File: config.mk
export PLATFORM = sky130hd
export DESIGN_NAME = led_row_scheduler
export DESIGN_NICKNAME = d
export VERILOG_FILES = /design/src/rtl/led_row_scheduler.sv
export SDC_FILE = /design/constraint.sdc
export NUM_CORES = 1
export LEC_CHECK = 0
export ABC_AREA = 1
export CAP_MARGIN = 15
export CORE_UTILIZATION = 53
export CTS_CLUSTER_DIAMETER = 50
export DETAILED_ROUTE_END_ITERATION = 6
export PLACE_DENSITY_LB_ADDON = 0.05
export SYNTH_ARGS = -nofsm -noshare
export SYNTH_HDL_FRONTEND = slang
export SYNTH_SLANG_ARGS = --single-unit
export TNS_END_PERCENT = 5
File: constraint.sdc
create_clock -name clk -period 2.15 [get_ports clk]
set_input_delay 0.215 -clock clk [delete_from_list [all_inputs] [get_ports clk]]
set_output_delay 0.215 -clock clk [all_outputs]
set_load 0.03 [all_outputs]
File: src/rtl/led_row_scheduler.sv
`timescale 1ns/1ps
// led_row_scheduler
//   Sits in front of the VGA LED-byte drawer. Two requesters write bytes into
//   a shadow row store through a round-robin arbiter; pending rows are copied
//   into the display store in a single COMMIT cycle at vblank entry so a frame
//   never shows a half-updated picture. During active video the block drives
//   row_led/byte_led from a line/row counter that follows y_px.
// Ports:
//   clk, rst_n            pixel clock, async active-low reset
//   y_px, activevideo     scan position from the VGA controller
//   reqN_valid/row/byte   write request from requester N (N = 0, 1)
//   reqN_ready            combinational grant; transfer when valid & ready
//   byte_led, row_led     registered drawer inputs
//   commit                high during the COMMIT cycle
//   bad_row               one-cycle pulse after an accepted write to row >= NUM_ROWS
module led_row_scheduler #(
  parameter int NUM_ROWS = 6,
  parameter int HEIGHT   = 80,
  parameter int V_ACTIVE = 480
) (
  input  logic       clk,
  input  logic       rst_n,
  input  logic [9:0] y_px,
  input  logic       activevideo,
  input  logic       req0_valid,
  input  logic [2:0] req0_row,
  input  logic [7:0] req0_byte,
  output logic       req0_ready,
  input  logic       req1_valid,
  input  logic [2:0] req1_row,
  input  logic [7:0] req1_byte,
  output logic       req1_ready,
  output logic [7:0] byte_led,
  output logic [2:0] row_led,
  output logic       commit,
  output logic       bad_row
);

  localparam int         LW    = (HEIGHT > 1) ? $clog2(HEIGHT) : 1;
  localparam logic [9:0] V_ACT = 10'(V_ACTIVE);

  typedef enum logic [1:0] {ST_SCAN, ST_VBLANK, ST_COMMIT} state_t;

  state_t state, state_nx;

  logic                      in_vblank, prev_vblank, vblank_rise;
  logic                      accept_en;
  logic                      prio;          // 0: requester 0 wins a tie
  logic                      gnt0, gnt1, wr_en, row_ok;
  logic [2:0]                wr_row;
  logic [7:0]                wr_data;
  logic [NUM_ROWS-1:0][7:0]  shadow, display;
  logic [NUM_ROWS-1:0]       pending;
  logic [9:0]                y_prev;
  logic [LW-1:0]             line_cnt;
  logic [2:0]                row_cnt;
  logic [7:0]                cur_byte;

  // ---------------- vblank edge detect ----------------
  assign in_vblank   = (y_px >= V_ACT);
  assign vblank_rise = in_vblank & ~prev_vblank;

  always_ff @(posedge clk or negedge rst_n)
    if (!rst_n) prev_vblank <= 1'b0;
    else        prev_vblank <= in_vblank;

  // ---------------- FSM ----------------
  always_ff @(posedge clk or negedge rst_n)
    if (!rst_n) state <= ST_VBLANK;
    else        state <= state_nx;

  always_comb begin
    state_nx = state;
    case (state)
      ST_SCAN:   if (vblank_rise) state_nx = ST_COMMIT;
      ST_COMMIT: state_nx = ST_VBLANK;
      ST_VBLANK: if (!in_vblank) state_nx = ST_SCAN;
      default:   state_nx = ST_VBLANK;
    endcase
  end

  always_comb begin
    commit    = (state == ST_COMMIT);
    accept_en = (state != ST_COMMIT);
  end

  // ---------------- arbiter ----------------
  assign gnt0       = accept_en & req0_valid & (~req1_valid | ~prio);
  assign gnt1       = accept_en & req1_valid & (~req0_valid |  prio);
  assign req0_ready = gnt0;
  assign req1_ready = gnt1;
  assign wr_en      = gnt0 | gnt1;
  assign wr_row     = gnt0 ? req0_row  : req1_row;
  assign wr_data    = gnt0 ? req0_byte : req1_byte;
  // Widened compare so NUM_ROWS = 8 does not wrap to 0.
  assign row_ok     = ({1'b0, wr_row} < 4'(NUM_ROWS));

  always_ff @(posedge clk or negedge rst_n)
    if (!rst_n) begin
      prio    <= 1'b0;
      bad_row <= 1'b0;
    end else begin
      if (gnt0)      prio <= 1'b1;
      else if (gnt1) prio <= 1'b0;
      bad_row <= wr_en & ~row_ok;
    end

  // ---------------- row stores ----------------
  // Writes are blocked during COMMIT, so copy and write never hit the same row
  // in one cycle.
  always_ff @(posedge clk or negedge rst_n)
    if (!rst_n) begin
      shadow  <= '0;
      display <= '0;
      pending <= '0;
    end else begin
      for (int r = 0; r < NUM_ROWS; r++) begin
        if (commit && pending[r]) begin
          display[r] <= shadow[r];
          pending[r] <= 1'b0;
        end
        if (wr_en && row_ok && wr_row == 3'(r)) begin
          shadow[r]  <= wr_data;
          pending[r] <= 1'b1;
        end
      end
    end

  // ---------------- scanline tracking ----------------
  always_ff @(posedge clk or negedge rst_n)
    if (!rst_n) begin
      y_prev   <= '0;
      line_cnt <= '0;
      row_cnt  <= '0;
    end else begin
      y_prev <= y_px;
      if (y_px != y_prev) begin
        if (y_px == '0) begin
          line_cnt <= '0;
          row_cnt  <= '0;
        end else if (line_cnt == LW'(HEIGHT - 1)) begin
          line_cnt <= '0;
          if (row_cnt != 3'(NUM_ROWS - 1)) row_cnt <= row_cnt + 3'd1;
        end else begin
          line_cnt <= line_cnt + 1'b1;
        end
      end
    end

  always_comb begin
    cur_byte = '0;
    for (int r = 0; r < NUM_ROWS; r++)
      if (row_cnt == 3'(r)) cur_byte = display[r];
  end

  // Drawer outputs hold outside active video.
  always_ff @(posedge clk or negedge rst_n)
    if (!rst_n) begin
      row_led  <= '0;
      byte_led <= '0;
    end else if (activevideo && !in_vblank) begin
      row_led  <= row_cnt;
      byte_led <= cur_byte;
    end

endmodule

==> results.cfg <==
[sta]
final-setup-viol-count = 0
clock.fmax_mhz = 486
final.min_clock_period_ns = 2.06
rsz0062_at_grt = false
number_of_max_slew_violations_in_the_final_report = 0
worst_clock_skew_ns = 0.00760
worst_slew_pin_slew_ns = 0.907
slew-limit-headroom = 0.393
report.final.hold_viol_count = 0
final_min_period_over_clock_period = 0.957
finalSetupTns_ns = 0

[synthesis]
number_of_different_library_cells_in_the_post_synthesis_netlist = 32
synth_area_per_cell_sq_um = 7.85
ys_top_cells_by_area = sky130_fd_sc_hd__dfrtp_1 (53%), sky130_fd_sc_hd__nand2_1 (22%), sky130_fd_sc_hd__inv_1 (5.1%), sky130_fd_sc_hd__o21ai_0 (4.1%), sky130_fd_sc_hd__nand3_1 (3.6%)
flip_flop_and_latch_count_after_synthesis = 138
synth.largest_area_cell = sky130_fd_sc_hd__dfrtp_1
syn-instance-count = 823
synth.net_count = 866
syn-cell-area_sq_mm = 0.00646
yosys_warnings = 0
post-synth-top-area-fraction = 0.531
share_of_synthesized_area_occupied_by_flip_flops_and_latches = 0.535

[floorplan]
floorplan.initialDensity = 0.554
die_width_um = 112
number_of_rows_created_at_floorplan = 39
die_h_um = 112
die_area_sq_mm = 0.0126
core_area_sq_mm = 0.0117
num_io_pins = 52

[detailed_routing]
drtPass1Iterations = 4
routed_wire_length_per_instance_um = 14.1
num_vias = 5325
drt-total-wl_um = 14700
routed_via_density = 5.08
detail_route.iter0.violations = 356
detail_route.drc_violations = 0
antenna_left = 0

[power]
power.combinational.fraction = 0.274
static-leakage-power_uw = 0.00412
seq_power_share = 0.434
p_int_uw = 6170
p_per_area_mw_per_mm2 = 1220
power.net_switching_uw = 3280
irDropWorstVdd_mv = 0.614
clock_power_share = 0.292
swShare = 0.347
total_power_draw_uw = 9450

[global_routing]
globalRouteTotalUtil = 0.257
grt_start_max_net_pins = 40
grt_antenna_before_repair = 0
first_global_vias = 5211
wire_length_of_the_first_global_routing_pass_um = 24900
total_congestion_overflow = 0

[clock_network]
root_buffer = sky130_fd_sc_hd__clkbuf_16
clkSlewWorstSetupHoldPaths_ns = 0.06
tritoncts_clock_tree = done
numCtsBuffers = 17
clock_insertion_delay_worst_skew_ns = 0.42
max-clock-path-buffers = 2
clkSinkCount = 138
htree_levels = 4
cts_setup_buffers = 0

[placement]
detailedPlacementHpwl_um = 10600
place_congestion = 0.827
numPortBuffers = 51
dp_cells = 1016

[cells_and_area]
antennaDiodeCount = 0
post-route-util = 0.667
fin_nets = 936
final_cell_count_no_fill = 1048
areaGrowthSynthToFinish_pct = 20.4
layout-drive-gt1-share = 0.0829

[worst_setup_path]
timing.critical_path.arrival_ns = 1.84
cp_max_fo = 19
path_class = flip-flop to output port
wp_data_required_ns = 1.93
end_kind = output port
critPathLaunchType = flip-flop

[flow_run]
max-cap-violations = 0

[outcome]
status = complete, no violations

[hold_path]
worst_hold_path_type = input port to async pin
-- registers in the layout (all words and copies together) (netlist names) --
signal,count
pending,6
byte_led,8
bad_row,1
prio,1
y_prev,10
shadow,48
prev_vblank,1
state,2
display,48
row_led,3
line_cnt,7
row_cnt,3
-- final cells by class --
type / instances / area, sq um
Timing Repair Buffer: 66 / 647
Tap cell: 143 / 179
Multi-Input combinational cell: 577 / 2580
Clock buffer: 21 / 470
Sequential cell: 138 / 3450
Fill cell: 1014 / 3890
Clock inverter: 10 / 93.8
Inverter: 93 / 352
-- metrics by stage --
stage	hold slack (ns)	setup slack (ns)	cell area (sq um)
final	0.304	0.0923	7780
after global routing	0.317	0.00473	7780
after floorplan	-0.0806	0.472	6460
after global placement	0.196	0.140	7200
after CTS	0.290	0.0423	7770
after detailed placement	0.198	0.0716	7200
-- worst paths after layout --
path / from / to / slack (ns) / depth (start not counted)
worst max-delay path: state[0]$_DFFE_PN1P_ / req0_ready / 0.09 / 5
worst min-delay path: rst_n / y_prev[4]$_DFF_PN0_ / 0.30 / 2
worst max register to register: state[0]$_DFFE_PN1P_ / shadow[13]$_DFFE_PN0P_ / 0.19 / 11
worst min register to register: prev_vblank$_DFF_PN0_ / state[1]$_DFFE_PN0P_ / 0.41 / 1
max in group asynchronous: rst_n / byte_led[5]$_DFFE_PN0P_ / 1.20 / 3
min in group clk: y_px[3] / y_prev[3]$_DFF_PN0_ / 0.31 / 1
-- logic make-up after synthesis --
family / after synthesis / share of synthesized area
AO/OA/AOI/OAI: 71 / 0.0585
XOR/XNOR: 7 / 0.00949
adder cells (fa/ha/maj): 6 / 0.0116
buffers and inverters: 108 / 0.0657
flip-flops: 138 / 0.535
AND/OR/NAND/NOR: 493 / 0.320
-- power groups by stage --
stage | clock, uW | combinational (uW) | sequential [uW]
global placement | 0 | 2470 | 4100
CTS | 2790 | 2600 | 4090
finish | 2760 | 2590 | 4100
floorplan | 0 | 1720 | 4060
global route | 2900 | 2970 | 4200
detailed placement | 0 | 2580 | 4120
-- per-layer routing --
metal | global-route usage | share of wire | up-vias
met3 | 0.0578 | 0.042 | 10
met1 | 0.335 | 0.46 | 2531
met2 | 0.434 | 0.49 | 115
met4 | 0.0684 | 0.0073 | 0
met5 | 0 | 0 | -
li1 | - | - | 2669
-- synthesized netlist by cell type --
library cell / number
sky130_fd_sc_hd__nand3b_1: 1
sky130_fd_sc_hd__buf_6: 2
sky130_fd_sc_hd__nand3_4: 1
sky130_fd_sc_hd__dfstp_2: 1
sky130_fd_sc_hd__nor4_1: 1
sky130_fd_sc_hd__clkbuf_1: 10
sky130_fd_sc_hd__ha_1: 6
sky130_fd_sc_hd__o21bai_1: 1
sky130_fd_sc_hd__nor2_2: 3
sky130_fd_sc_hd__o22ai_1: 1
sky130_fd_sc_hd__nand2_1: 383
sky130_fd_sc_hd__nand3_1: 47
sky130_fd_sc_hd__xor2_1: 1
sky130_fd_sc_hd__buf_2: 3
sky130_fd_sc_hd__o21ai_0: 53
sky130_fd_sc_hd__o21ai_4: 1
sky130_fd_sc_hd__inv_1: 87
sky130_fd_sc_hd__o21ai_2: 2
sky130_fd_sc_hd__o21ai_1: 3
sky130_fd_sc_hd__nor2_4: 7
sky130_fd_sc_hd__nand2_4: 6
sky130_fd_sc_hd__xnor2_1: 6
sky130_fd_sc_hd__or2_2: 1
sky130_fd_sc_hd__a21oi_1: 10
sky130_fd_sc_hd__inv_2: 4
sky130_fd_sc_hd__nand2_8: 1
sky130_fd_sc_hd__nand4_1: 1
sky130_fd_sc_hd__clkinv_1: 2
sky130_fd_sc_hd__nand2_2: 3
sky130_fd_sc_hd__nor2_1: 36
sky130_fd_sc_hd__nor3_1: 2
sky130_fd_sc_hd__dfrtp_1: 137
-- what timing repair did --
action	CTS	global route
gates resized for setup	2	3
endpoints found under the setup margin	2	31
hold endpoints to repair	29	0
pin swaps	0	0
hold buffers	1	0
-- critical path, stage by stage (launching register included) --
cell and delay (ns):
sky130_fd_sc_hd__dfstp_2 0.55, sky130_fd_sc_hd__inv_2 0.07, sky130_fd_sc_hd__nand2_8 0.11, sky130_fd_sc_hd__nand3_4 0.21
sky130_fd_sc_hd__inv_2 0.11, sky130_fd_sc_hd__clkdlybuf4s15_1 0.36
-- cells in the final DEF (no fill, tap or decap), drive strengths merged, types with 2 or more instances in the layout --
cell	instances
nand2	393
dfrtp	137
inv	92
o21ai	59
clkdlybuf4s50	48
nand3	48
nor2	46
clkbuf	21
buf	15
a21oi	10
clkinv	7
xnor2	6
ha	6
clkinvlp	3
nor3	2
No activity file was read; power rests on OpenSTA's default activity.
==> edit, RTL diff (same settings) <==
Register the output `row_led` once more, cleared by the reset; this adds one clock of latency there. The other outputs are not delayed to match. Comments in the files are not updated.
--- a/src/rtl/led_row_scheduler.sv
+++ b/src/rtl/led_row_scheduler.sv
@@ -41,4 +41,6 @@
 
   typedef enum logic [1:0] {ST_SCAN, ST_VBLANK, ST_COMMIT} state_t;
+
+  logic [2:0] row_led_s0;
 
   state_t state, state_nx;
@@ -157,11 +159,19 @@
   always_ff @(posedge clk or negedge rst_n)
     if (!rst_n) begin
-      row_led  <= '0;
+      row_led_s0 <= '0;
       byte_led <= '0;
     end else if (activevideo && !in_vblank) begin
-      row_led  <= row_cnt;
+      row_led_s0 <= row_cnt;
       byte_led <= cur_byte;
     end
 
+  always_ff @(posedge clk or negedge rst_n) begin
+    if (!rst_n) begin
+      row_led <= '0;
+    end else begin
+      row_led <= row_led_s0;
+    end
+  end
+
 endmodule
 
Function: no difference found for any inputs over 10 cycles, from zero or initial values and one cycle with rst_n low; that may be too few to reach the edited logic, so the function may still have changed.
==> edit against the original RTL <==
Power down 0.30%. Sequential cell count grew 3. The run now ends with design-rule violations left. Worst setup slack gained 46 ps. Synthesized cell count decreased by 0.61%. Utilization grew 0.60 points. Synthesized area shrank 0.31%. Count of clock-buffer cells in the layout fell by 1. Maximum frequency up 2.3%. Routed wire length is 2.1% lower. Clock power grew 7%. Cell area rose by 0.48%. Final cell count is essentially flat.
==> edit: results (changes against the original RTL) <==
================================================================================
Outcome ........................................................... finished, violations left
Violated checks ................................................... design-rule violations
Data arrival time of the critical path ............................      1800 ps   -40 ps
# fillers .........................................................          991   -2.3%
Largest registers in the final layout ............................. display x48, shadow x48, y_prev x10
Adder-cell share of the synthesized area ..........................        1.17%   +0.0036 points
Static leakage power ..............................................   0.00414 µW   +0.59%
DR vias/cell ......................................................         5.02   -1.2%
CTS clk-pin slew, worst paths .....................................        60 ps   about the same
Routed wire length ................................................     14400 µm   -2.1%
H-tree lvl count ..................................................            4   unchanged
Number of antenna violations at the first check in global routing .            0   unchanged
Final routed DRC violation total ..................................            3   +3
XOR/XNOR Fraction of Synth Area ...................................       0.408%   -0.54 points
DPL Wire Length ...................................................     10200 µm   -4.0%
Clock root buffer .................................................    clkbuf_16
Number of global-route vias before repair .........................         5124   -1.7%
Post CTS Setup Buffer Count .......................................            0   unchanged
Number of flops mapped to enable cells by yosys ...................            0   unchanged
Wire length of the first global-routing pass ......................     24600 µm   -1.4%
Clock tree buffer depth ...........................................            2   unchanged
Proportion of layout cells with a drive suffix above 1 ............        8.08%   -0.21 points
Port buffer count .................................................           51   unchanged
# diodes ..........................................................            0   unchanged
Fraction of the mapped netlist area in compound gates .............        7.25%   +1.4 points
HP Class ..........................................................     in2async
Cells taking the most area after synthesis ........................ dfrtp_1, nand2_1, inv_1, o21ai_0, nand3_1
Total number of yosys warnings ....................................            0   unchanged
Crit-path max FO ..................................................            9   -10
Pre-Repair DR Iteration Count .....................................            7   +3
Synth unique cells ................................................           32   unchanged
Insertion delay of the later-clocked pin in the worst-skew pair ...       420 ps   about the same
Clock Skew ........................................................      5.16 ps   -2.45 ps
Post-placement cell area ..........................................     7210 µm²   +0.14%
Sequential-to-total area share from yosys stat ....................        54.8%   +1.3 points
Last weighted congestion value of the routability-driven placer ...        0.831   +0.46%
Fraction of registers with async set/reset ........................         100%   unchanged
Overall routing resource usage ....................................        25.5%   -0.18 points
Drt initial violations ............................................          482   +35%
Slew headroom .....................................................        39.0%   -0.32 points
Master of the slowest instance on the critical path ............... clkdlybuf4s50_1
Highest ir drop seen on vdd .......................................       710 µV   +16%
# nets final ......................................................          935   -0.11%
Internal Dissipation ..............................................      6290 µW   +1.9%
Number of nets in the synthesized netlist .........................          861   -0.58%
Most numerous cell types in the synthesized netlist ............... nand2_1, dfrtp_1, inv_1, o21ai_0, nand3_1
Maximum number of pins on one net before global-route repair ......           55   +38%
Stage delay of the slowest cell on the critical path ..............       580 ps   +30 ps
Type of element launching the critical path .......................         flop
Post-synthesis mux area share .....................................           0%   unchanged
Number of buffers inserted during clock tree synthesis ............           17   unchanged
================================================================================
## edit: cell count changes after synthesis, moves of 3 or more
cell | before | now
a21oi_1 | 10 | 18
dfrtp_1 | 137 | 140
inv_1 | 87 | 93
nand2_4 | 6 | 2
nand3_1 | 47 | 32
nor2_1 | 36 | 28
nor2_2 | 3 | 6
nor2_4 | 7 | 4
o21ai_0 | 53 | 67
xnor2_1 | 6 | 0
## edit: area by class of cell
cell class,instances,area share (%)
multi-input combinational,567,31.8
inverter,97,4.66
sequential,141,45.2
timing repair buffer,68,8.45
clock buffer,20,5.84
tap,143,2.29
clock inverter,11,1.83
## edit: what timing repair did
item                                    in CTS  in global routing
resized for setup                            2                  2
gates cloned                                 0                  0
hold buffers                                 1                  0
endpoints found under the hold margin       44                  0
endpoints found under the setup margin       2                  1
## edit: cells by family after synthesis
logic type	count (synthesis)
and+or+nand+nor	467
DFF	141
adders and majority gates	6
xor gates and xnor gates	3
AOI/OAI and AO/OA	91
buffers and inverters	110
## edit: routing by layer
layer | wire length [µm] | up-vias | part of all wire (%) | global-route usage, %
met5 | 0 | - | 0 | 0
met4 | 383 | 0 | 2.7 | 11.3
met3 | 668 | 28 | 4.6 | 5.08
met2 | 6620 | 147 | 46 | 41.0
met1 | 6760 | 2411 | 47 | 33.7
li1 | - | 2668 | - | -
## edit: final timing paths
path	from	endpoint	slack, ps	depth (start not counted)
worst max-delay path	state[0]	commit	140	4
worst min-delay path	rst_n	y_prev[0]	300	2
worst max register to register	state[0]	shadow[31]	180	9
worst min register to register	row_led_s0[2]	row_led[2]	370	0
max in group asynchronous	rst_n	state[0]	1080	3
min in group clk	y_px[8]	y_prev[8]	300	1
## edit: critical path: cells and delay by family (launching register included)
kind | cells | cell delay [ps]
DFF | 1 | 550
buffers and inverters | 3 | 700
and+or+nand+nor | 1 | 120
## edit: power groups by stage
| stage | clock [µW] | combinational (µW) | sequential, µW |
|---|---|---|---|
| after detailed placement | 0 | 2470 | 4010 |
| after global placement | 0 | 2390 | 3980 |
| after floorplan | 0 | 1570 | 4000 |
| after CTS | 2980 | 2510 | 3970 |
| after global routing | 3110 | 2870 | 4070 |
| final | 2940 | 2510 | 3980 |
## edit: metrics by stage
| step | setup slack [ps] | total power, µW | util [%] | hold WS [ps] | cells |
|---|---|---|---|---|---|
| after detailed placement | 112 | 6470 | 62.1 | 178 | 1015 |
| after global routing | 37.9 | 10000 | 67.3 | 307 | 1047 |
| after floorplan | 534 | 5580 | - | -80.6 | 818 |
| after global placement | 172 | 6370 | 62.1 | 178 | 1015 |
| final | 139 | 9430 | 67.3 | 297 | 1047 |
| after CTS | 9.72 | 9460 | 67.3 | 287 | 1047 |
